## config.mk

```make
export PLATFORM = sky130hd
export DESIGN_NAME = mcs4_bus_tracer
export DESIGN_NICKNAME = d
export VERILOG_FILES = /design/src/rtl/mcs4_bus_tracer.sv
export SDC_FILE = /design/constraint.sdc
export NUM_CORES = 1
export LEC_CHECK = 0
export ABC_AREA = 1
export BUFFER_PORTS_ARGS = -buffer_cell sky130_fd_sc_hd__buf_2
export CAP_MARGIN = 20
export CORE_MARGIN = 1
export CORE_UTILIZATION = 55
export CTS_CLUSTER_DIAMETER = 60
export CTS_CLUSTER_SIZE = 30
export DETAILED_ROUTE_END_ITERATION = 6
export PLACE_DENSITY = 0.73
export RECOVER_POWER = 25
export SYNTH_ARGS = -nofsm -noshare
export SYNTH_HDL_FRONTEND = slang
export SYNTH_SLANG_ARGS = --single-unit
```

## constraint.sdc

```tcl
create_clock -name sysclk -period 3.91 [get_ports sysclk]
set_input_delay 0.1955 -clock sysclk [delete_from_list [all_inputs] [get_ports sysclk]]
set_output_delay 0.1955 -clock sysclk [all_outputs]
set_load 0.02 [all_outputs]
```

## src/rtl/mcs4_bus_tracer.sv

```systemverilog
// Passive MCS-4 bus observer: tracks the A1..X3 subcycles from clk2/SYNC and decodes
// instruction fetches, ROM chip select, SRC and I/O events, and keeps a trace FIFO of fetches.
module mcs4_bus_tracer #(
  parameter int NUM_ROMS     = 16,
  parameter int NUM_RAM_BANK = 4,
  parameter int TRACE_DEPTH  = 16
) (
  input  logic                    sysclk,
  input  logic                    poc,
  input  logic                    clk1_pad,
  input  logic                    clk2_pad,
  input  logic                    sync_pad,
  input  logic                    cmrom_pad,
  input  logic [NUM_RAM_BANK-1:0] cmram_pad,
  input  logic [3:0]              data_pad,
  output logic [2:0]              phase,
  output logic                    in_sync,
  output logic                    resync_err,
  output logic [NUM_ROMS-1:0]     rom_sel,
  output logic                    instr_valid,
  output logic [11:0]             fetch_addr,
  output logic [3:0]              opr,
  output logic [3:0]              opa,
  output logic                    src_valid,
  output logic [2:0]              src_bank,
  output logic [7:0]              src_addr,
  output logic                    io_valid,
  output logic [2:0]              io_bank,
  input  logic                    trc_rd,
  output logic                    trc_valid,
  output logic [19:0]             trc_data,
  output logic                    trc_ovf
);
  localparam int AW = $clog2(TRACE_DEPTH);
  localparam int CW = AW + 1;

  typedef enum logic [2:0] {PH_A1, PH_A2, PH_A3, PH_M1, PH_M2, PH_X1, PH_X2, PH_X3} phase_e;

  function automatic logic [2:0] bank_code(input logic [NUM_RAM_BANK-1:0] ram, input logic rom);
    logic [2:0] code;
    code = rom ? 3'd4 : 3'd0;
    for (int i = NUM_RAM_BANK - 1; i >= 0; i--)
      if (ram[i]) code = 3'(i);
    return code;
  endfunction

  function automatic logic [NUM_ROMS-1:0] rom_onehot(input logic [3:0] chip);
    logic [NUM_ROMS-1:0] oh;
    oh = '0;
    for (int i = 0; i < NUM_ROMS; i++)
      if (int'(chip) == i) oh[i] = 1'b1;
    return oh;
  endfunction

  // clk1 carries no extra timing information; the clk2 falling edge paces every subcycle
  logic w_unused_clk1;
  assign w_unused_clk1 = clk1_pad;

  logic   r_clk2_d;
  phase_e r_phase, w_phase_nxt;
  logic   r_in_sync, w_in_sync_nxt;
  logic   w_tick, w_any_cm, w_err, w_cap;

  assign w_tick   = r_clk2_d & ~clk2_pad;
  assign w_any_cm = cmrom_pad | (|cmram_pad);
  assign w_err    = w_tick & r_in_sync & sync_pad & (r_phase != PH_X3);
  assign w_cap    = w_tick & r_in_sync & ~w_err;

  always_comb begin
    w_phase_nxt   = r_phase;
    w_in_sync_nxt = r_in_sync;
    if (w_tick) begin
      if (sync_pad) begin
        w_phase_nxt   = PH_A1;
        w_in_sync_nxt = 1'b1;
      end else if (r_in_sync) begin
        w_phase_nxt = phase_e'(3'(r_phase + 3'd1));
      end
    end
  end

  always_ff @(posedge sysclk) begin
    if (poc) begin
      r_clk2_d  <= 1'b0;
      r_phase   <= PH_A1;
      r_in_sync <= 1'b0;
    end else begin
      r_clk2_d  <= clk2_pad;
      r_phase   <= w_phase_nxt;
      r_in_sync <= w_in_sync_nxt;
    end
  end

  // Shadow capture: nibbles collect here and only reach the outputs once the cycle completes
  logic [11:0]         r_sh_addr;
  logic [3:0]          r_sh_opr, r_sh_x2;
  logic [NUM_ROMS-1:0] r_sh_rom;
  logic [2:0]          r_sh_src_bank;

  always_ff @(posedge sysclk) begin
    if (w_cap) begin
      case (r_phase)
        PH_A1: r_sh_addr[3:0] <= data_pad;
        PH_A2: r_sh_addr[7:4] <= data_pad;
        PH_A3: begin
          r_sh_addr[11:8] <= data_pad;
          r_sh_rom        <= cmrom_pad ? rom_onehot(data_pad) : '0;
        end
        PH_M1: r_sh_opr <= data_pad;
        PH_X2: begin
          r_sh_x2       <= data_pad;
          r_sh_src_bank <= bank_code(cmram_pad, cmrom_pad);
        end
        default: ;
      endcase
    end
  end

  logic                r_instr_valid, r_io_valid, r_src_valid, r_src_pend, r_resync_err;
  logic [11:0]         r_fetch_addr;
  logic [3:0]          r_opr, r_opa;
  logic [NUM_ROMS-1:0] r_rom_sel;
  logic [2:0]          r_io_bank, r_src_bank;
  logic [7:0]          r_src_addr;
  logic                w_m2_cap, w_x3_src;

  assign w_m2_cap = w_cap & (r_phase == PH_M2);
  assign w_x3_src = w_cap & (r_phase == PH_X3) & r_src_pend;

  always_ff @(posedge sysclk) begin
    if (poc) begin
      r_instr_valid <= 1'b0;
      r_io_valid    <= 1'b0;
      r_src_valid   <= 1'b0;
      r_src_pend    <= 1'b0;
      r_resync_err  <= 1'b0;
      r_fetch_addr  <= '0;
      r_opr         <= '0;
      r_opa         <= '0;
      r_rom_sel     <= '0;
      r_io_bank     <= '0;
      r_src_bank    <= '0;
      r_src_addr    <= '0;
    end else begin
      r_instr_valid <= w_m2_cap;
      r_io_valid    <= w_m2_cap & w_any_cm;
      r_src_valid   <= w_x3_src;
      if (w_err) r_resync_err <= 1'b1;
      if (w_tick) r_src_pend <= w_cap & (r_phase == PH_X2) & w_any_cm;
      if (w_m2_cap) begin
        r_fetch_addr <= r_sh_addr;
        r_opr        <= r_sh_opr;
        r_opa        <= data_pad;
        r_rom_sel    <= r_sh_rom;
        if (w_any_cm) r_io_bank <= bank_code(cmram_pad, cmrom_pad);
      end
      if (w_x3_src) begin
        r_src_bank <= r_sh_src_bank;
        r_src_addr <= {r_sh_x2, data_pad};
      end
    end
  end

  // Trace FIFO: a pop frees the head slot in the same cycle, so a full FIFO still accepts a push then
  logic [19:0]   r_mem [TRACE_DEPTH];
  logic [AW-1:0] r_wr_ptr, r_rd_ptr;
  logic [CW-1:0] r_count;
  logic          r_ovf;
  logic          w_push, w_pop, w_full, w_wr;

  assign w_push = r_instr_valid;
  assign w_pop  = trc_rd & (r_count != '0);
  assign w_full = (r_count == CW'(TRACE_DEPTH));
  assign w_wr   = w_push & (~w_full | w_pop);

  always_ff @(posedge sysclk) begin
    if (w_wr) r_mem[r_wr_ptr] <= {r_fetch_addr, r_opr, r_opa};
  end

  always_ff @(posedge sysclk) begin
    if (poc) begin
      r_wr_ptr <= '0;
      r_rd_ptr <= '0;
      r_count  <= '0;
      r_ovf    <= 1'b0;
    end else begin
      if (w_wr)  r_wr_ptr <= r_wr_ptr + AW'(1);
      if (w_pop) r_rd_ptr <= r_rd_ptr + AW'(1);
      r_count <= r_count + CW'(w_wr) - CW'(w_pop);
      if (w_push & w_full & ~w_pop) r_ovf <= 1'b1;
    end
  end

  assign phase       = r_phase;
  assign in_sync     = r_in_sync;
  assign resync_err  = r_resync_err;
  assign rom_sel     = r_rom_sel;
  assign instr_valid = r_instr_valid;
  assign fetch_addr  = r_fetch_addr;
  assign opr         = r_opr;
  assign opa         = r_opa;
  assign src_valid   = r_src_valid;
  assign src_bank    = r_src_bank;
  assign src_addr    = r_src_addr;
  assign io_valid    = r_io_valid;
  assign io_bank     = r_io_bank;
  assign trc_valid   = (r_count != '0);
  assign trc_data    = (r_count != '0) ? r_mem[r_rd_ptr] : '0;
  assign trc_ovf     = r_ovf;
endmodule

```

## Yosys cells after proc, flatten, opt, wreduce, memory -nomap -nowiden

Memory sizes are Yosys's and may differ from the RTL's. A register that Yosys moved wholly into a read port is not among the register bits.
Cells that the tools add are included.

| word-level totals | value |
|---|---|
| register bits | 113 |
| bits in writable memories | 320 |
| bits of input ports | 15 |
| output and inout bits | 80 |
| word-level logic and storage cells | 117 |
| memories | 1 |

| operators by class | value |
|---|---|
| $add $sub $neg | 5 |
| eq/ne operators | 23 |
| multiplexer cells | 28 |
| bitwise logic cells | 21 |
| reduce and logical (&&, ||, !) cells | 13 |

Memories:

| memory | words | bits a word | rd ports | clocked after memory_dff | wr ports | line | source |
|---|---|---|---|---|---|---|---|
| r_mem | 16 | 20 | 1 | 1 | 1 | 165 | `logic [19:0] r_mem [TRACE_DEPTH];` |

Operators by type and width:

| kind | number |
|---|---|
| equality test 4 bit (second input constant) | 8 |
| 2-to-1 mux 3 bit | 7 |
| 2-to-1 mux 20 bit | 1 |
| 2-to-1 mux 1 bit | 18 |
| equality test 4 x 3 -> 1 bit (second input constant) | 4 |
| AND reduction 2 bit | 8 |
| bitwise AND 1 bit | 15 |
| equality test 3 bit (second input constant) | 3 |
| adder 4 x 1 -> 4 bit (second input constant) | 2 |
| equality test 4 x 2 -> 1 bit (second input constant) | 2 |
| 2-to-1 mux 4 bit | 2 |
| equality test 3 x 2 -> 1 bit (second input constant) | 2 |
| adder 5 x 1 -> 5 bit | 1 |
| equality test 5 bit (second input constant) | 1 |
| nonzero test 5 bit | 1 |
| subtractor 5 x 1 -> 5 bit | 1 |
| equality test 4 x 1 -> 1 bit (second input constant) | 1 |
| logical NOT 4 bit | 1 |
| NOT 1 bit | 4 |
| OR reduction 4 bit | 1 |
| adder 3 x 1 -> 3 bit (second input constant) | 1 |
| equality test 3 x 1 -> 1 bit (second input constant) | 1 |
| logical NOT 3 bit | 1 |
| != test 3 bit (second input constant) | 1 |
| other kinds (2) | 3 |

## Longest topological paths before layout

Gate-level depths: netlist of the first run.

| depth | value |
|---|---|
| depth in word-level cells | 9 |
| mapped depth | 15 |

## Worst setup path after synthesis of the first run

Ideal clock, no wire load.

| timing path | value |
|---|---|
| path type | register -> register |
| from | register r_phase[1] (netlist: phase[1]) |
| to | register r_sh_addr[10] (enable) |
| setup time | 422 ps |
| arrival time | 2475 ps |
| data required time | 3488 ps |
| slack | 1013 ps |
| stages on the path, launching flop included | 7 |
| buffers on the path | 0 |
| period minus slack after synthesis | 2897 ps |
| path through | dfxtp_1 ha_1 ha_1 inv_1 nand2_1 nand2_2 nor3_1 |

| on the way | value |
|---|---|
| longest elaborated chain between the ends | 5 |
| elaborated cells on any way between the ends | 6 |

Ends and longest elaborated chain:

| item | line | source |
|---|---|---|
| from (decl) | 60 | `phase_e r_phase, w_phase_nxt;` |
| from (signal assigned) | 89 | `r_phase <= w_phase_nxt;` |
| != test 3 bit | 66 | `assign w_err = w_tick & r_in_sync & sync_pad & (r_phase != PH_X3);` |
| bitwise AND 1 bit | 66 |  |
| NOT 1 bit | 67 | `assign w_cap = w_tick & r_in_sync & ~w_err;` |
| bitwise AND 1 bit | 67 |  |
| AND reduction 2 bit (no line) * | -- |  |
| to (signal assigned) | 106 | `r_sh_addr[11:8] <= data_pad;` |
| to (decl) | 95 | `logic [11:0] r_sh_addr;` |

Every way passes the cells marked *; elsewhere a longest branch is shown, timed or not.
A chain may end at the register's enable or synchronous reset.

==> results of run 1 <==
[routing by layer]
metal / global-route usage, % / vias up / share of wire, %
met3: 2.884 / 66 / 7.4
met1: 33.02 / 5552 / 41
met5: 0 / - / 0
li1: - / 5405 / -
met2: 41.03 / 460 / 49
met4: 7.668 / 0 / 2.5
[what timing repair did]
item                                    in CTS  in global routing
hold buffers                                12                  0
endpoints found under the hold margin       31                  0
endpoints found under the setup margin       0                  0
[area by class of cell]
class                   instances  area (um^2)  share of cell area, %
repair buffers                137        830.8                  4.360
clock buffers                  28        636.9                  3.342
clock inverters                18        247.7                  1.300
multi-input cells             964         4330                  22.72
inverters                      44        167.7                 0.8798
well taps                     396        495.5                  2.600
flip-flops and latches        437        12350                  64.80
[state kept, by name, summed over array words and instances (netlist names), 4 cells and up, named ones only]
signal      flops
r_sh_addr      12
r_sh_x2         4
r_sh_opr        4
opr             4
r_mem         320
r_wr_ptr        4
fetch_addr     12
opa             4
r_sh_rom       16
r_rd_ptr        4
r_count         5
rom_sel        16
src_addr        8
[cells by family (layout without fill, tap and decap cells)]
family	count (synthesis)	in the layout	share of synthesized area [%]
DFF	437	437	71.39
AOI/OAI and AO/OA	105	105	3.062
xor gates and xnor gates	6	6	0.3040
and+or+nand+nor	835	835	20.08
adders and majority gates	18	18	1.346
buffers and inverters	127	227	3.821
[worst max-delay path, stage by stage (launching register included)]
cell	delay, ps
sky130_fd_sc_hd__dfxtp_4	420
sky130_fd_sc_hd__inv_4	510
sky130_fd_sc_hd__buf_4	480
sky130_fd_sc_hd__nand2_1	120
sky130_fd_sc_hd__nand3_1	100
sky130_fd_sc_hd__nand3_1	100
sky130_fd_sc_hd__nand2_1	110
sky130_fd_sc_hd__nand2_1	70
sky130_fd_sc_hd__a21oi_1	210
sky130_fd_sc_hd__buf_2	220
[worst min path at each step]
| stage | slack [ps] | depth (start not counted) | endpoint |
|---|---|---|---|
| global route | 30 | 2 | r_clk2_d$_SDFF_PP0_ |
| floorplan | 290 | 0 | r_sh_addr[0]$_DFFE_PP_ |
| detailed placement | 430 | 3 | r_clk2_d$_SDFF_PP0_ |
| global placement | 430 | 3 | r_clk2_d$_SDFF_PP0_ |
| CTS | 10 | 3 | io_bank[2]$_SDFFE_PP0P_ |
| finish | 20 | 2 | resync_err$_SDFFE_PP0P_ |
[power breakdown]
| part | internal [mW] | switching [mW] | leakage (nW) |
|---|---|---|---|
| Combinational | 0.668 | 1.60 | 3.40 |
| Sequential | 5.00 | 0.0461 | 3.21 |
| Clock | 1.30 | 1.63 | 0.423 |
[per-stage QoR]
stage	power [mW]	setup WS, ps	std cells	cell area (um^2)
final	10.25	738.3	2024	19060
after global routing	10.72	567.1	2024	19060
after CTS	10.29	783.4	2023	19060
after detailed placement	7.392	1240	1965	18050
after global placement	7.333	1299	1965	18050
after floorplan	6.824	1013	1528	17290
[layout by cell type (no fill, tap or decap), types with 18 or more instances in the layout]
master                      Yosys  layout
sky130_fd_sc_hd__nand2_1      445     445
sky130_fd_sc_hd__a21oi_1       47      47
sky130_fd_sc_hd__edfxtp_1     359     359
sky130_fd_sc_hd__nand3_1      250     250
sky130_fd_sc_hd__dfxtp_1       78      75
sky130_fd_sc_hd__clkbuf_16      0      25
sky130_fd_sc_hd__nor2_1       131     115
sky130_fd_sc_hd__buf_2         30      87
sky130_fd_sc_hd__nor2_2         2      18
sky130_fd_sc_hd__buf_4         11      30
sky130_fd_sc_hd__o21ai_0       43      43
sky130_fd_sc_hd__inv_1         40      40
==> impl_table.tex, run 1 <==
\begin{tabular}{lr}
\hline
Metric & Value \\
\hline
\multicolumn{2}{l}{\textbf{Layout}} \\
\quad Core utilization of the finished layout & 61.98\% \\
\quad Share of final-layout standard cells stronger than drive strength 1 & 11.61\% \\
\quad Area added between synthesis and finish & 10.23\% \\
\quad Net count, final & 1642 \\
\quad Fillers & 2366 \\
\quad Number of antenna cells inserted & 0 \\
\multicolumn{2}{l}{\textbf{CTS}} \\
\quad Setup bufs post-CTS & 0 \\
\quad Maximum number of buffers from clock root to sink & 3 \\
\quad Worst skew pair latency & 560 ps \\
\quad Clock buffers created by TritonCTS & 25 \\
\quad Clock tree from TritonCTS & built \\
\quad Clk sinks & 437 \\
\quad Cts repair resizes & 0 \\
\quad Root buffer cell & sky130\_fd\_sc\_hd\_\_clkbuf\_16 \\
\quad Clock transition at path regs & 90 ps \\
\quad H-tree lvl count & 1 \\
\multicolumn{2}{l}{\textbf{Place}} \\
\quad Gp weighted congestion & 0.7742 \\
\quad Count of buffers from port buffering & 93 \\
\quad HPWL after detailed placement & 21.56 mm \\
\multicolumn{2}{l}{\textbf{Yosys}} \\
\quad Cell with the most instances after synthesis & sky130\_fd\_sc\_hd\_\_nand2\_1 \\
\quad Number of distinct library cell variants in the gate-level netlist after synthesis & 29 \\
\quad Post-Syn Area & 17290 um\^{}2 \\
\quad Average size of a mapped cell & 11.31 um\^{}2 \\
\quad Number of enable-type register cells in the synthesized netlist & 359 \\
\quad Synthesis Warnings & 0 \\
\quad Cell count after synthesis & 1528 \\
\quad Commonest cells in the synthesized netlist & 445 x sky130\_fd\_sc\_hd\_\_nand2\_1, 359 x sky130\_fd\_sc\_hd\_\_edfxtp\_1, 250 x sky130\_fd\_sc\_hd\_\_nand3\_1, 131 x sky130\_fd\_sc\_hd\_\_nor2\_1, 78 x sky130\_fd\_sc\_hd\_\_dfxtp\_1 \\
\quad Post-Synthesis Net Count & 1561 \\
\quad Most used flip-flop cell after synthesis & sky130\_fd\_sc\_hd\_\_edfxtp\_1 \\
\quad Seq/Total Area, Yosys & 71.39\% \\
\quad Synth top area cells & sky130\_fd\_sc\_hd\_\_edfxtp\_1 62\%, sky130\_fd\_sc\_hd\_\_nand2\_1 9.7\%, sky130\_fd\_sc\_hd\_\_dfxtp\_1 9.0\% \\
\quad Share of the synthesized area in the top cell type & 62.36\% \\
\quad Synth Register Bits & 437 \\
\quad Proportion of register bits with asynchronous set or reset after synthesis & 0\% \\
\quad Cell accounting for the most synthesized area & sky130\_fd\_sc\_hd\_\_edfxtp\_1 \\
\multicolumn{2}{l}{\textbf{Timing}} \\
\quad Final hold slack & 24.09 ps \\
\quad Remaining max-slew budget at the tightest pin & 30.88\% \\
\quad Clk\_skew & 19.10 ps \\
\quad Worst-Margin Slew & 1037 ps \\
\quad Shortest clock period the worst path allows after layout & 3172 ps \\
\quad Setup repair after global routing missed its margin & false \\
\quad Setup-violating endpoint count in the final report & 0 \\
\quad Count of final max-slew check failures & 0 \\
\quad Period Utilization, post-route & 81.12\% \\
\quad Setup TNS after final layout & 0 ps \\
\quad F\_max & 0.3153 GHz \\
\quad Final Hold Fails & 0 \\
\multicolumn{2}{l}{\textbf{Global routing}} \\
\quad GRT Overall Usage & 24.33\% \\
\quad First-pass GRT wire length & 59.44 mm \\
\quad Initial antenna violation count & 0 \\
\quad Pin count of the biggest net entering global routing & 89 \\
\quad Via count of the first global-routing pass & 11000 \\
\quad Remaining global-route overflow & 0 \\
\multicolumn{2}{l}{\textbf{Setup path}} \\
\quad Depth of the most critical reg-to-reg path & 15 \\
\quad Critical path fanouts, max & 62 \\
\quad Reg-to-Reg End & r\_count[4]\$\_SDFF\_PP0\_ \\
\quad CP startpoint kind & flop \\
\quad Reg-to-reg slack, setup & 1190 ps \\
\quad Type of destination of the critical path & primary output \\
\quad Arrival @ worst endpoint & 2980 ps \\
\quad Category of the most critical setup path & reg -> out \\
\quad CP Data Required Time & 3710 ps \\
\quad Startpoint of the worst-slack reg-to-reg timing path & r\_count[2]\$\_SDFF\_PP0\_ \\
\quad Destination of the critical timing path & trc\_data[6] \\
\multicolumn{2}{l}{\textbf{Floorplan}} \\
\quad Chip Width & 179.3 um \\
\quad Number of standard-cell rows in the floorplan & 64 \\
\quad Die area & 32140 um\^{}2 \\
\quad Effective utilization at floorplan & 56.22\% \\
\quad Core area & 30750 um\^{}2 \\
\quad Die Height & 179.3 um \\
\quad Number of top-level design ports & 95 \\
\multicolumn{2}{l}{\textbf{Route}} \\
\quad Routed via count & 11483 \\
\quad Routed vias/inst & 5.673 \\
\quad Detailed-route wire length & 38.46 mm \\
\quad Pre-Repair DR Iteration Count & 7 \\
\quad Average detailed-routed wire length per instance & 19.00 um \\
\quad Post-detailed-route DRC marker count & 4 \\
\quad 1st-iter DRT viols & 1204 \\
\quad Number of nets with antenna violations after routing & 0 \\
\multicolumn{2}{l}{\textbf{Flow run}} \\
\quad Number of max-cap violations & 0 \\
\multicolumn{2}{l}{\textbf{Worst hold path}} \\
\quad Worst hold path startpoint & poc \\
\quad Hold Crit Class & in -> reg \\
\multicolumn{2}{l}{\textbf{Power and ir drop}} \\
\quad Pwr/cell area & 537.8 nW/um\^{}2 \\
\quad Worst IR drop on VDD & 0.4956 mV \\
\quad Leakage power summed over all cells & 7.034 nW \\
\multicolumn{2}{l}{\textbf{Outcome}} \\
\quad Status & finished, violations left \\
\quad Violated checks & design-rule violations \\
\hline
\end{tabular}
(Power assumes the default switching activity.)
==> run 2, diff against run 1 <==
==> constraint.sdc (replaced) <==
create_clock -name sysclk -period 3.2 [get_ports sysclk]
set_input_delay 0.16 -clock sysclk [delete_from_list [all_inputs] [get_ports sysclk]]
set_output_delay 0.16 -clock sysclk [all_outputs]
set_load 0.02 [all_outputs]
==> impl_table.tex, run 2 (synthesis gave the netlist of run 1 again) <==
\begin{tabular}{lr}
\hline
Metric & Value \\
\hline
\multicolumn{2}{l}{\textbf{Outcome}} \\
\quad Status & finished, violations left \\
\quad Violated checks & design-rule violations \\
\multicolumn{2}{l}{\textbf{Layout}} \\
\quad Commonest non-fill, non-tap cells in the layout & 445 x sky130\_fd\_sc\_hd\_\_nand2\_1, 359 x sky130\_fd\_sc\_hd\_\_edfxtp\_1, 250 x sky130\_fd\_sc\_hd\_\_nand3\_1 \\
\quad Reg with most FFs & r\_mem \\
\quad Net count, final & 1654 \\
\quad Max FFs per register & 320 \\
\quad Share of final-layout standard cells stronger than drive strength 1 & 12.30\% \\
\quad Leading cell type in the layout, fill and taps excluded & sky130\_fd\_sc\_hd\_\_nand2\_1 \\
\quad Number of antenna cells inserted & 0 \\
\quad Area added between synthesis and finish & 11.29\% \\
\multicolumn{2}{l}{\textbf{Timing}} \\
\quad Shortest clock period the worst path allows after layout & 2813 ps \\
\quad Setup TNS after final layout & 0 ps \\
\quad Clk\_skew & 22.40 ps \\
\quad Count of final max-slew check failures & 0 \\
\quad F\_max & 0.3555 GHz \\
\quad Final Hold Fails & 0 \\
\quad Period Utilization, post-route & 87.90\% \\
\quad Final hold slack & 65.01 ps \\
\quad Worst-Margin Slew & 1051 ps \\
\quad Remaining max-slew budget at the tightest pin & 29.94\% \\
\quad Setup-violating endpoint count in the final report & 0 \\
\quad Setup repair after global routing missed its margin & false \\
\multicolumn{2}{l}{\textbf{CTS}} \\
\quad Clk sinks & 437 \\
\quad H-tree lvl count & 1 \\
\quad Maximum number of buffers from clock root to sink & 3 \\
\quad Clock transition at path regs & 90 ps \\
\quad Root buffer cell & sky130\_fd\_sc\_hd\_\_clkbuf\_16 \\
\quad Cts repair resizes & 0 \\
\quad Worst skew pair latency & 580 ps \\
\quad Clock buffers created by TritonCTS & 27 \\
\quad Clock tree from TritonCTS & built \\
\multicolumn{2}{l}{\textbf{Place}} \\
\quad Gp weighted congestion & 0.7958 \\
\quad Count of buffers from port buffering & 93 \\
\quad HPWL after detailed placement & 22.46 mm \\
\multicolumn{2}{l}{\textbf{Power and ir drop}} \\
\quad Worst IR drop on VDD & 0.5459 mV \\
\quad Leakage power summed over all cells & 7.185 nW \\
\quad Pwr/cell area & 664.2 nW/um\^{}2 \\
\multicolumn{2}{l}{\textbf{Setup path}} \\
\quad CP Data Required Time & 3040 ps \\
\quad Type of destination of the critical path & primary output \\
\quad Category of the most critical setup path & reg -> out \\
\quad Arrival @ worst endpoint & 2650 ps \\
\quad CP startpoint kind & flop \\
\quad Critical path fanouts, max & 20 \\
\quad Reg-to-reg slack, setup & 490 ps \\
\multicolumn{2}{l}{\textbf{Route}} \\
\quad Average detailed-routed wire length per instance & 19.37 um \\
\quad Post-detailed-route DRC marker count & 4 \\
\quad Routed vias/inst & 5.593 \\
\quad Routed via count & 11398 \\
\quad Number of nets with antenna violations after routing & 0 \\
\quad Detailed-route wire length & 39.48 mm \\
\quad 1st-iter DRT viols & 997 \\
\quad Pre-Repair DR Iteration Count & 7 \\
\multicolumn{2}{l}{\textbf{Global routing}} \\
\quad First-pass GRT wire length & 60.69 mm \\
\quad Initial antenna violation count & 0 \\
\quad Via count of the first global-routing pass & 11048 \\
\quad Pin count of the biggest net entering global routing & 161 \\
\quad GRT Overall Usage & 25.01\% \\
\quad Remaining global-route overflow & 0 \\
\multicolumn{2}{l}{\textbf{Floorplan}} \\
\quad Die area & 32140 um\^{}2 \\
\quad Die Height & 179.3 um \\
\quad Core area & 30750 um\^{}2 \\
\quad Effective utilization at floorplan & 56.22\% \\
\quad Chip Width & 179.3 um \\
\quad Number of top-level design ports & 95 \\
\quad Number of standard-cell rows in the floorplan & 64 \\
\multicolumn{2}{l}{\textbf{Worst hold path}} \\
\quad Hold Crit Class & in -> reg \\
\multicolumn{2}{l}{\textbf{Flow run}} \\
\quad Number of max-cap violations & 0 \\
\hline
\end{tabular}
run 2: cell count changes in the layout (fill, tap and decap cells not counted), sizes merged:
cell         change
buf              +8
dlygate4sd3      +4
inv              +2
clkinv           -1
clkinvlp         +1
run 2: final cells by class:
class                           count  area [um^2]
Timing Repair Buffer              147        954.7
Sequential cell                   437        12350
Multi-Input combinational cell    964         4330
Clock inverter                     20        234.0
Tap cell                          396        495.5
Clock buffer                       30        709.4
Fill cell                        2338        11510
Inverter                           44        167.7
run 2: per-stage QoR:
step           std cells  area (um^2)  total power [mW]  util [%]  worst slack [ps]
2_1_floorplan       1528        17290             8.357         -             303.0
3_3_place_gp        1972        18140             9.039     59.00             601.9
3_5_place_dp        1972        18140             9.109     59.00             513.3
4_1_cts             2038        19250             12.82     62.59             357.6
5_1_grt             2038        19240             13.33     62.57             190.9
6_report            2038        19240             12.78     62.57             387.2
run 2: worst max-delay path: stages, from the launching register on:
cell                      delay [ps]
sky130_fd_sc_hd__dfxtp_1         340
sky130_fd_sc_hd__inv_1            80
sky130_fd_sc_hd__ha_1            140
sky130_fd_sc_hd__nand2_1          50
sky130_fd_sc_hd__nor2_1          190
sky130_fd_sc_hd__nand2_1         130
sky130_fd_sc_hd__inv_1           680
sky130_fd_sc_hd__a21oi_1         220
sky130_fd_sc_hd__buf_2           240
run 2: what timing repair did:
action,4_1_cts,5_1_grt
hold endpoints to repair,39,0
hold buffers,16,0
buffers inserted,0,0
run 2: path summary, 6_finish.rpt:
| kind | from | end | depth (start not counted) |
|---|---|---|---|
| worst max register to register | r_count[3]$_SDFF_PP0_ | r_count[4]$_SDFF_PP0_ | 15 |
| worst min-delay path | cmrom_pad | r_sh_src_bank[2]$_DFFE_PP_ | 3 |
| worst max-delay path | r_count[3]$_SDFF_PP0_ | trc_data[18] | 8 |
| worst min register to register | trc_ovf$_SDFFE_PP0P_ | trc_ovf$_SDFFE_PP0P_ | 2 |
run 2: power by group:
part	switching [mW]	internal (mW)	leakage, nW
clock network	2.04	1.73	0.458
registers	0.0482	6.11	3.40
logic	2.00	0.854	3.33
total	4.08	8.70	7.18
run 2: routing by layer:
| metal | global-route usage (%) | part of all wire, % | wire length (um) |
|---|---|---|---|
| met4 | 8.929 | 3.1 | 1236 |
| met1 | 33.64 | 41 | 16260 |
| met2 | 41.57 | 49 | 19270 |
| met3 | 3.562 | 6.9 | 2707 |
| met5 | 0 | 0 | 0 |
